### config.mk
export PLATFORM = sky130hd
export DESIGN_NAME = router_fifo
export DESIGN_NICKNAME = d
export VERILOG_FILES = /design/src/rtl/router_fifo.sv
export SDC_FILE = /design/constraint.sdc
export NUM_CORES = 1
export LEC_CHECK = 0
export CORE_MARGIN = 10
export CORE_UTILIZATION = 55
export CTS_CLUSTER_DIAMETER = 30
export CTS_CLUSTER_SIZE = 28
export DETAILED_ROUTE_END_ITERATION = 7
export HOLD_SLACK_MARGIN = 0.05
export PLACE_DENSITY = 0.72
export SLEW_MARGIN = 20
export SYNTH_ARGS = -nofsm -noshare
export SYNTH_HDL_FRONTEND = slang
export SYNTH_SLANG_ARGS = --single-unit
export TNS_END_PERCENT = 50
### constraint.sdc
create_clock -name clock -period 4.4 [get_ports clock]
set_input_delay 0.66 -clock clock [delete_from_list [all_inputs] [get_ports clock]]
set_output_delay 0.66 -clock clock [all_outputs]
set_load 0.03 [all_outputs]
### src/rtl/router_fifo.sv
// rtl/router_fifo.sv - per-destination output FIFO of the 1x3 router with header tagging and packet tracking
module router_fifo #(
    parameter int DEPTH  = 16,
    parameter int DWIDTH = 8,
    parameter int AWIDTH = 4
) (
    input  logic              clock,
    input  logic              reset,
    input  logic              soft_reset,
    input  logic              write_enb,
    input  logic              read_enb,
    input  logic              lfd_state,
    input  logic [DWIDTH-1:0] data_in,
    output logic              full,
    output logic              empty,
    output logic [DWIDTH-1:0] data_out
);

    localparam logic [AWIDTH:0] FULL_CNT = (AWIDTH+1)'(DEPTH);

    // Entry layout: [DWIDTH] is the header tag, [DWIDTH-1:0] the byte itself
    logic [DWIDTH:0]   mem [DEPTH];
    logic [AWIDTH-1:0] wr_ptr;
    logic [AWIDTH-1:0] rd_ptr;
    logic [AWIDTH:0]   occupancy;
    logic              lfd_d;
    logic [6:0]        pkt_cnt;
    logic              do_wr;
    logic              do_rd;
    logic              flush;
    logic [DWIDTH:0]   rd_entry;

    assign full     = (occupancy == FULL_CNT);
    assign empty    = (occupancy == '0);
    assign flush    = reset || soft_reset;
    // Both strobes are qualified by the flags as they stand at the start of the cycle
    assign do_wr    = write_enb && !full;
    assign do_rd    = read_enb && !empty;
    assign rd_entry = mem[rd_ptr];

    // Delay lfd_state one cycle so the tag lines up with the header on the register stage output
    always_ff @(posedge clock) begin
        if (flush) begin
            lfd_d <= 1'b0;
        end else begin
            lfd_d <= lfd_state;
        end
    end

    // Storage: flush clears every tag bit so stale headers can never be read after a refill
    always_ff @(posedge clock) begin
        if (flush) begin
            for (int i = 0; i < DEPTH; i++) begin
                mem[i][DWIDTH] <= 1'b0;
            end
        end else if (do_wr) begin
            mem[wr_ptr] <= {lfd_d, data_in};
        end
    end

    // Write/read pointers and occupancy; a simultaneous push and pop leaves occupancy unchanged
    always_ff @(posedge clock) begin
        if (flush) begin
            wr_ptr    <= '0;
            rd_ptr    <= '0;
            occupancy <= '0;
        end else begin
            if (do_wr) begin
                wr_ptr <= wr_ptr + 1'b1;
            end
            if (do_rd) begin
                rd_ptr <= rd_ptr + 1'b1;
            end
            if (do_wr && !do_rd) begin
                occupancy <= occupancy + 1'b1;
            end else if (do_rd && !do_wr) begin
                occupancy <= occupancy - 1'b1;
            end
        end
    end

    // Read side packet tracking: header loads length+1 (payload plus parity), body bytes count down
    always_ff @(posedge clock) begin
        if (flush) begin
            pkt_cnt <= '0;
        end else if (do_rd) begin
            if (rd_entry[DWIDTH]) begin
                pkt_cnt <= {1'b0, rd_entry[7:2]} + 7'd1;
            end else if (pkt_cnt != '0) begin
                pkt_cnt <= pkt_cnt - 7'd1;
            end
        end
    end

    // Registered read data; driven to zero between packets, held while a packet is in progress
    always_ff @(posedge clock) begin
        if (flush) begin
            data_out <= '0;
        end else if (do_rd) begin
            data_out <= rd_entry[DWIDTH-1:0];
        end else if (pkt_cnt == '0) begin
            data_out <= '0;
        end
    end

endmodule

# Word-level counts from Yosys, hierarchy flattened
# Memories as Yosys holds them, arrays and structs flattened. A register that Yosys moved wholly into a read port is not among the register bits.
# Cells that the tools add are included.
classes:
  reduce_logical: 17
  n_addsub: 6
  mux: 16
  n_eq_ne: 1
op_table:
  columns: ["cell", "count"]
  rows:
  - ["2-to-1 mux 8 bit", 2]
  - ["2-to-1 mux 7 bit", 2]
  - ["2-to-1 mux 4 bit", 3]
  - ["2-to-1 mux 5 bit", 2]
  - ["2-to-1 mux 9 bit", 1]
  - ["OR reduction 9 bit", 1]
  - ["adder 4 x 1 -> 4 bit (second input constant)", 2]
  - ["adder 6 x 1 -> 7 bit (second input constant)", 1]
  - ["logical NOT 7 bit", 1]
  - ["nonzero test 7 bit", 1]
  - ["subtractor 7 x 1 -> 7 bit (second input constant)", 1]
  - ["nonzero test 2 bit", 3]
  - ["adder 5 x 1 -> 5 bit (second input constant)", 1]
  - ["== test 5 bit (second input constant)", 1]
  - ["logical NOT 5 bit", 1]
  - ["2-to-1 mux 1 bit", 5]
  - ["subtractor 5 x 1 -> 5 bit (second input constant)", 1]
  - ["logical AND 1 bit", 4]
  - ["logical NOT 1 bit", 4]
  - ["2-to-1 mux 2 bit", 1]
  - ["AND reduction 2 bit", 1]
  - ["logical OR 1 bit", 1]
word_totals:
  wordCells: 47
  output_inout_bits: 10
  input_bits: 14
  mem_bits_rw: 144
  mem_count: 1
  ff_bits: 29
memory_table:
  columns: ["memory", "depth", "width", "read_ports", "rd_ports_with_merged_regs", "write_ports", "line", "text"]
  rows:
  - ["mem", 16, 9, 1, 1, 16, "22", "logic [DWIDTH:0] mem [DEPTH];"]

# Logic depth before layout (Yosys ltp)
depth:
  ltp_word: 8
  ltp_mapped: 14
  ltp_nobuf: 12

# Least setup slack after synthesis
# No wires, ideal clock.
synth_timing:
  kind: "register -> register"
  start: "reg occupancy[0]"
  end: "reg occupancy[4]"
  required_ns: 4.275
  setup_slack_ns: 1.105
  setup_ns: 0.125
  stages_incl_launch_ff: 14
  arrival_time_ns: 3.171
  cell_sequence: "dfxtp_1 -> or4_1 -> nor2_1 -> nor2b_1 -> clkbuf_1 -> ha_1 -> inv_1 -> ha_1 -> nor2b_1 -> o21a_1 -> or3_1 -> a21oi_1 -> xnor2_1 -> nor2_1"
synth_via:
  elab_chain_len: 6
  word_cells_on_any_way: 15
synth_lines:
  columns: ["element", "line", "text"]
  rows:
  - ["from (decl)", "25", "logic [AWIDTH:0] occupancy;"]
  - ["from (signal assigned)", "75", "occupancy <= occupancy + 1'b1;"]
  - ["from (signal assigned)", "77", "occupancy <= occupancy - 1'b1;"]
  - ["== test 5 bit *", "33", "assign full = (occupancy == FULL_CNT);"]
  - ["named net full", "14", "output logic full,"]
  - ["logical NOT 1 bit *", "37", "assign do_wr = write_enb && !full;"]
  - ["logical AND 1 bit *", "37", null]
  - ["named net do_wr", "28", "logic do_wr;"]
  - ["logical NOT 1 bit", "76", "end else if (do_rd && !do_wr) begin"]
  - ["logical AND 1 bit", "76", null]
  - ["nonzero test 2 bit (no source line)", null, null]
# Mark *: on every way through the listed nets, which the timed path passes. The rest lies on a longest branch. The select of a mux whose other input is x is not followed.
# A chain may end at the register's enable or synchronous reset.

# Worst setup path after layout
layout_timing:
  start: "reg occupancy[0]"
  end: "reg occupancy[4]"
layout_via:
  elab_chain_len: 6
  word_cells_on_any_way: 15
layout_lines:
  columns: ["element"]
  rows:
  - ["branches (longest 6 deep; another with subtractor 5 x 1 -> 5 bit)"]
# Parallel ways; which one is timed is not known. The select of a mux whose other input is x is not followed.

==> results.md <==
* Final Critical Period at 3210 ps
* Period utilisation layout at 72.9%
* Final Hold Vio Count at 0
* Port Buf Inserts at 23
* Final antenna-violating net count at 0
* Initial antenna violation count at 0
* Final Util at 63.8%
* Hold worst-path end: data_out[2]$_SDFFE_PP0P_
* Cts repair resizes at 0
* Status: finished clean
* Congestion Overflow GR at 0
* Hold_sp: data_out[2]$_SDFFE_PP0P_
* Met3 usage at 4.03%
* Startpoint Class: register
* Post-synthesis sequential area ratio at 66.7%
* MaxCap Viol Count at 0
* First-pass DRT Iterations at 4
* DR vias/cell at 5.97
* Slowest cell on crit path: or4_1
* Die width at 137 um
* Net count, final at 537
* Fin Setup TNS at 0 ps
* Worst slew margin at 28.6%
* Power density cells at 445 nW/um^2
* GRT Total Usage at 17.0%
* Hpwl dp at 9.61 mm
* Vias in the first global route at 4134
* Pleak at 2.80 nW
* First-pass GRT wire length at 23.5 mm
* Worst setup margin at 1190 ps
* Fill cells at 903
* # hold bufs at CTS at 0
* Initial DRC count at 332
* Clock Latency Late Sink at 430 ps
* Leading cell type in the layout, fill and taps excluded: edfxtp_1
* Root Driver: clkbuf_16
* Number of buffers created by CTS at 17
* Critical Path RT at 4700 ps
* DP Area at 7900 um^2
* Reg2Reg Capture Point: occupancy[4]$_SDFFE_PP0P_
* Routed WL at 14.7 mm
* CTS tree: yes
* R2r setup slk at 1190 ps
* N_diodes at 0
* Final GP Congestion at 0.838
* Setup violators final at 0
* Crit path kind: register to register
* Number of distinct library cells after synthesis at 51
* Top delay family on crit path: simple AND/OR/NAND/NOR gates
* Peak VDD IR at 0.000302 V
* Share of cells above drive strength 1 at 16.1%
* Reg area at 4990 um^2
* M1 GR Usage at 22.9%
* Drc violations at 0
* Number of flops mapped to enable cells by yosys at 144
* Clock slew at the register clock pins of the worst setup and hold paths at 70 ps
* H-tree Lvls at 4
* Main flop type after synthesis: edfxtp_1
* Setup WS pre-CTS at 1090 ps
* F_max at 312 MHz
* Hold Path Class: register to register
* Site Rows at 42
* Max-slew violations at 0
* # clock sinks at 177
* Worst setup EP type: register
* Syn_nets at 503
* RSZ-0062 raised after global routing: false
* Routed WL per cell at 21.1 um
* Max incr delay on CP at 590 ps
* Largest net degree at the start of global routing at 30
* Syn Std Cell Area at 7470 um^2
* Max clock buf depth at 2
* GR peak layer: met2
* Layout Skew at 12.2 ps
* Hold Path Cell Cnt at 2
* FF-to-FF Start: occupancy[0]$_SDFFE_PP0P_
* Worst-path cell chain: or4_1, o21a_1, buf_4, inv_1, ha_1, inv_1, ha_1, nor2b_1, o21a_1, or3_1, a21oi_1, xnor2_1, nor2_1
* Met2 usage at 26.2%
* Postcts setup bufs at 0
* Most frequent cells in the layout: edfxtp_1 (144), nor2_1 (39), dfxtp_1 (32)
* Gate count after technology mapping at 476
* Crit path buffers/inverters at 3
* IO Count at 24
* R2R depth at 13
* Slew @ Worst Pin at 1070 ps
* Worst endpoint data arrival time at 3500 ps
* Vias at 4173
* Syn avg cell area at 15.7 um^2
* Die Ht at 137 um
* Total core area at 13300 um^2
* Crit. path cell count at 13
* Share of flip-flops with an asynchronous set or reset at 0%
* Total Die Area at 18600 um^2
* Multi-input logic area at 2290 um^2
* Post-route cell area at 8480 um^2
* Register bit total from synthesis at 177
* Max FO, Critical Path at 20
* Area grow syn2layout at 13.5%
* Synth warnings at 0
* Initial Util at 56.2%
## layer usage
layer / part of all wire [%] / vias up
met5: 0 / -
met4: 2.2 / 0
met3: 6.1 / 25
met2: 47 / 142
met1: 44 / 2089
li1: - / 1917
## stage by stage
step / std cells / hold WS, ps / power [mW]
after CTS: 699 / 469 / 3.79
after detailed placement: 667 / 460 / 2.35
after global routing: 699 / 505 / 3.92
after floorplan: 476 / 464 / 2.23
final: 699 / 466 / 3.77
after global placement: 667 / 456 / 2.33
## worst max path at each step
| stage | slack, ps | endpoint | start |
|---|---|---|---|
| after detailed placement | 1090 | occupancy[4]$_SDFFE_PP0P_ | read_enb |
| final | 1190 | occupancy[4]$_SDFFE_PP0P_ | occupancy[0]$_SDFFE_PP0P_ |
| after global routing | 950 | occupancy[4]$_SDFFE_PP0P_ | occupancy[0]$_SDFFE_PP0P_ |
| after floorplan | 1100 | occupancy[4]$_SDFFE_PP0P_ | occupancy[0]$_SDFFE_PP0P_ |
| after global placement | 1180 | occupancy[4]$_SDFFE_PP0P_ | read_enb |
| after CTS | 1210 | occupancy[4]$_SDFFE_PP0P_ | occupancy[0]$_SDFFE_PP0P_ |
## cells in the mapped netlist, types with 10 or more instances
master	n	share of area, %
and2_1	18	1.5
mux4_2	27	8.1
nand3_1	15	1.0
clkbuf_1	13	0.65
inv_1	10	0.50
mux4_1	11	3.9
a21oi_1	19	1.3
o21ai_0	19	1.3
edfxtp_1	144	58
a22oi_1	10	1.0
dfxtp_1	33	8.8
nand2_1	21	1.1
nor2_1	39	2.0
ha_1	12	2.0
## logic make-up (layout without fill, tap and decap cells)
kind of cell / Yosys count / in the layout / share of synthesized area (%)
adder cells (fa/ha/maj): 13 / 13 / 2.28
buffers and inverters: 37 / 84 / 2.66
AO/OA/AOI/OAI: 70 / 70 / 6.06
multiplexers: 43 / 43 / 12.7
flip-flops: 177 / 177 / 66.7
AND/OR/NAND/NOR: 124 / 124 / 8.17
XOR/XNOR: 12 / 12 / 1.41
## area by class of cell
cell class              count  area share, %
flip-flops and latches    177           58.8
multi-input cells         262           27.0
clock buffers              17           5.02
repair buffers             42           4.40
well taps                 176           2.60
clock inverters            15           1.77
inverters                  10          0.443
## sequential cells by signal, summed over array words and instances, names as in the netlist, named ones only
name       count
lfd_d          1
pkt_cnt        7
occupancy      5
mem          144
rd_ptr         4
data_out       8
wr_ptr         4
## power breakdown
part / internal [mW] / switching (mW) / leakage [nW]
clock network: 0.796 / 0.661 / 0.280
logic: 0.191 / 0.246 / 0.925
registers: 1.84 / 0.0381 / 1.60
total: 2.82 / 0.945 / 2.80
## worst register-to-register path, delay by kind of cell, from the launching register on
family | cells | cell delay, ps
fa+ha+maj | 2 | 550
flops | 1 | 340
compound gates | 3 | 560
simple gates | 4 | 1110
xor+xnor | 1 | 130
buf+inv | 3 | 410
Note: power is estimated with default switching activity, not from simulation.
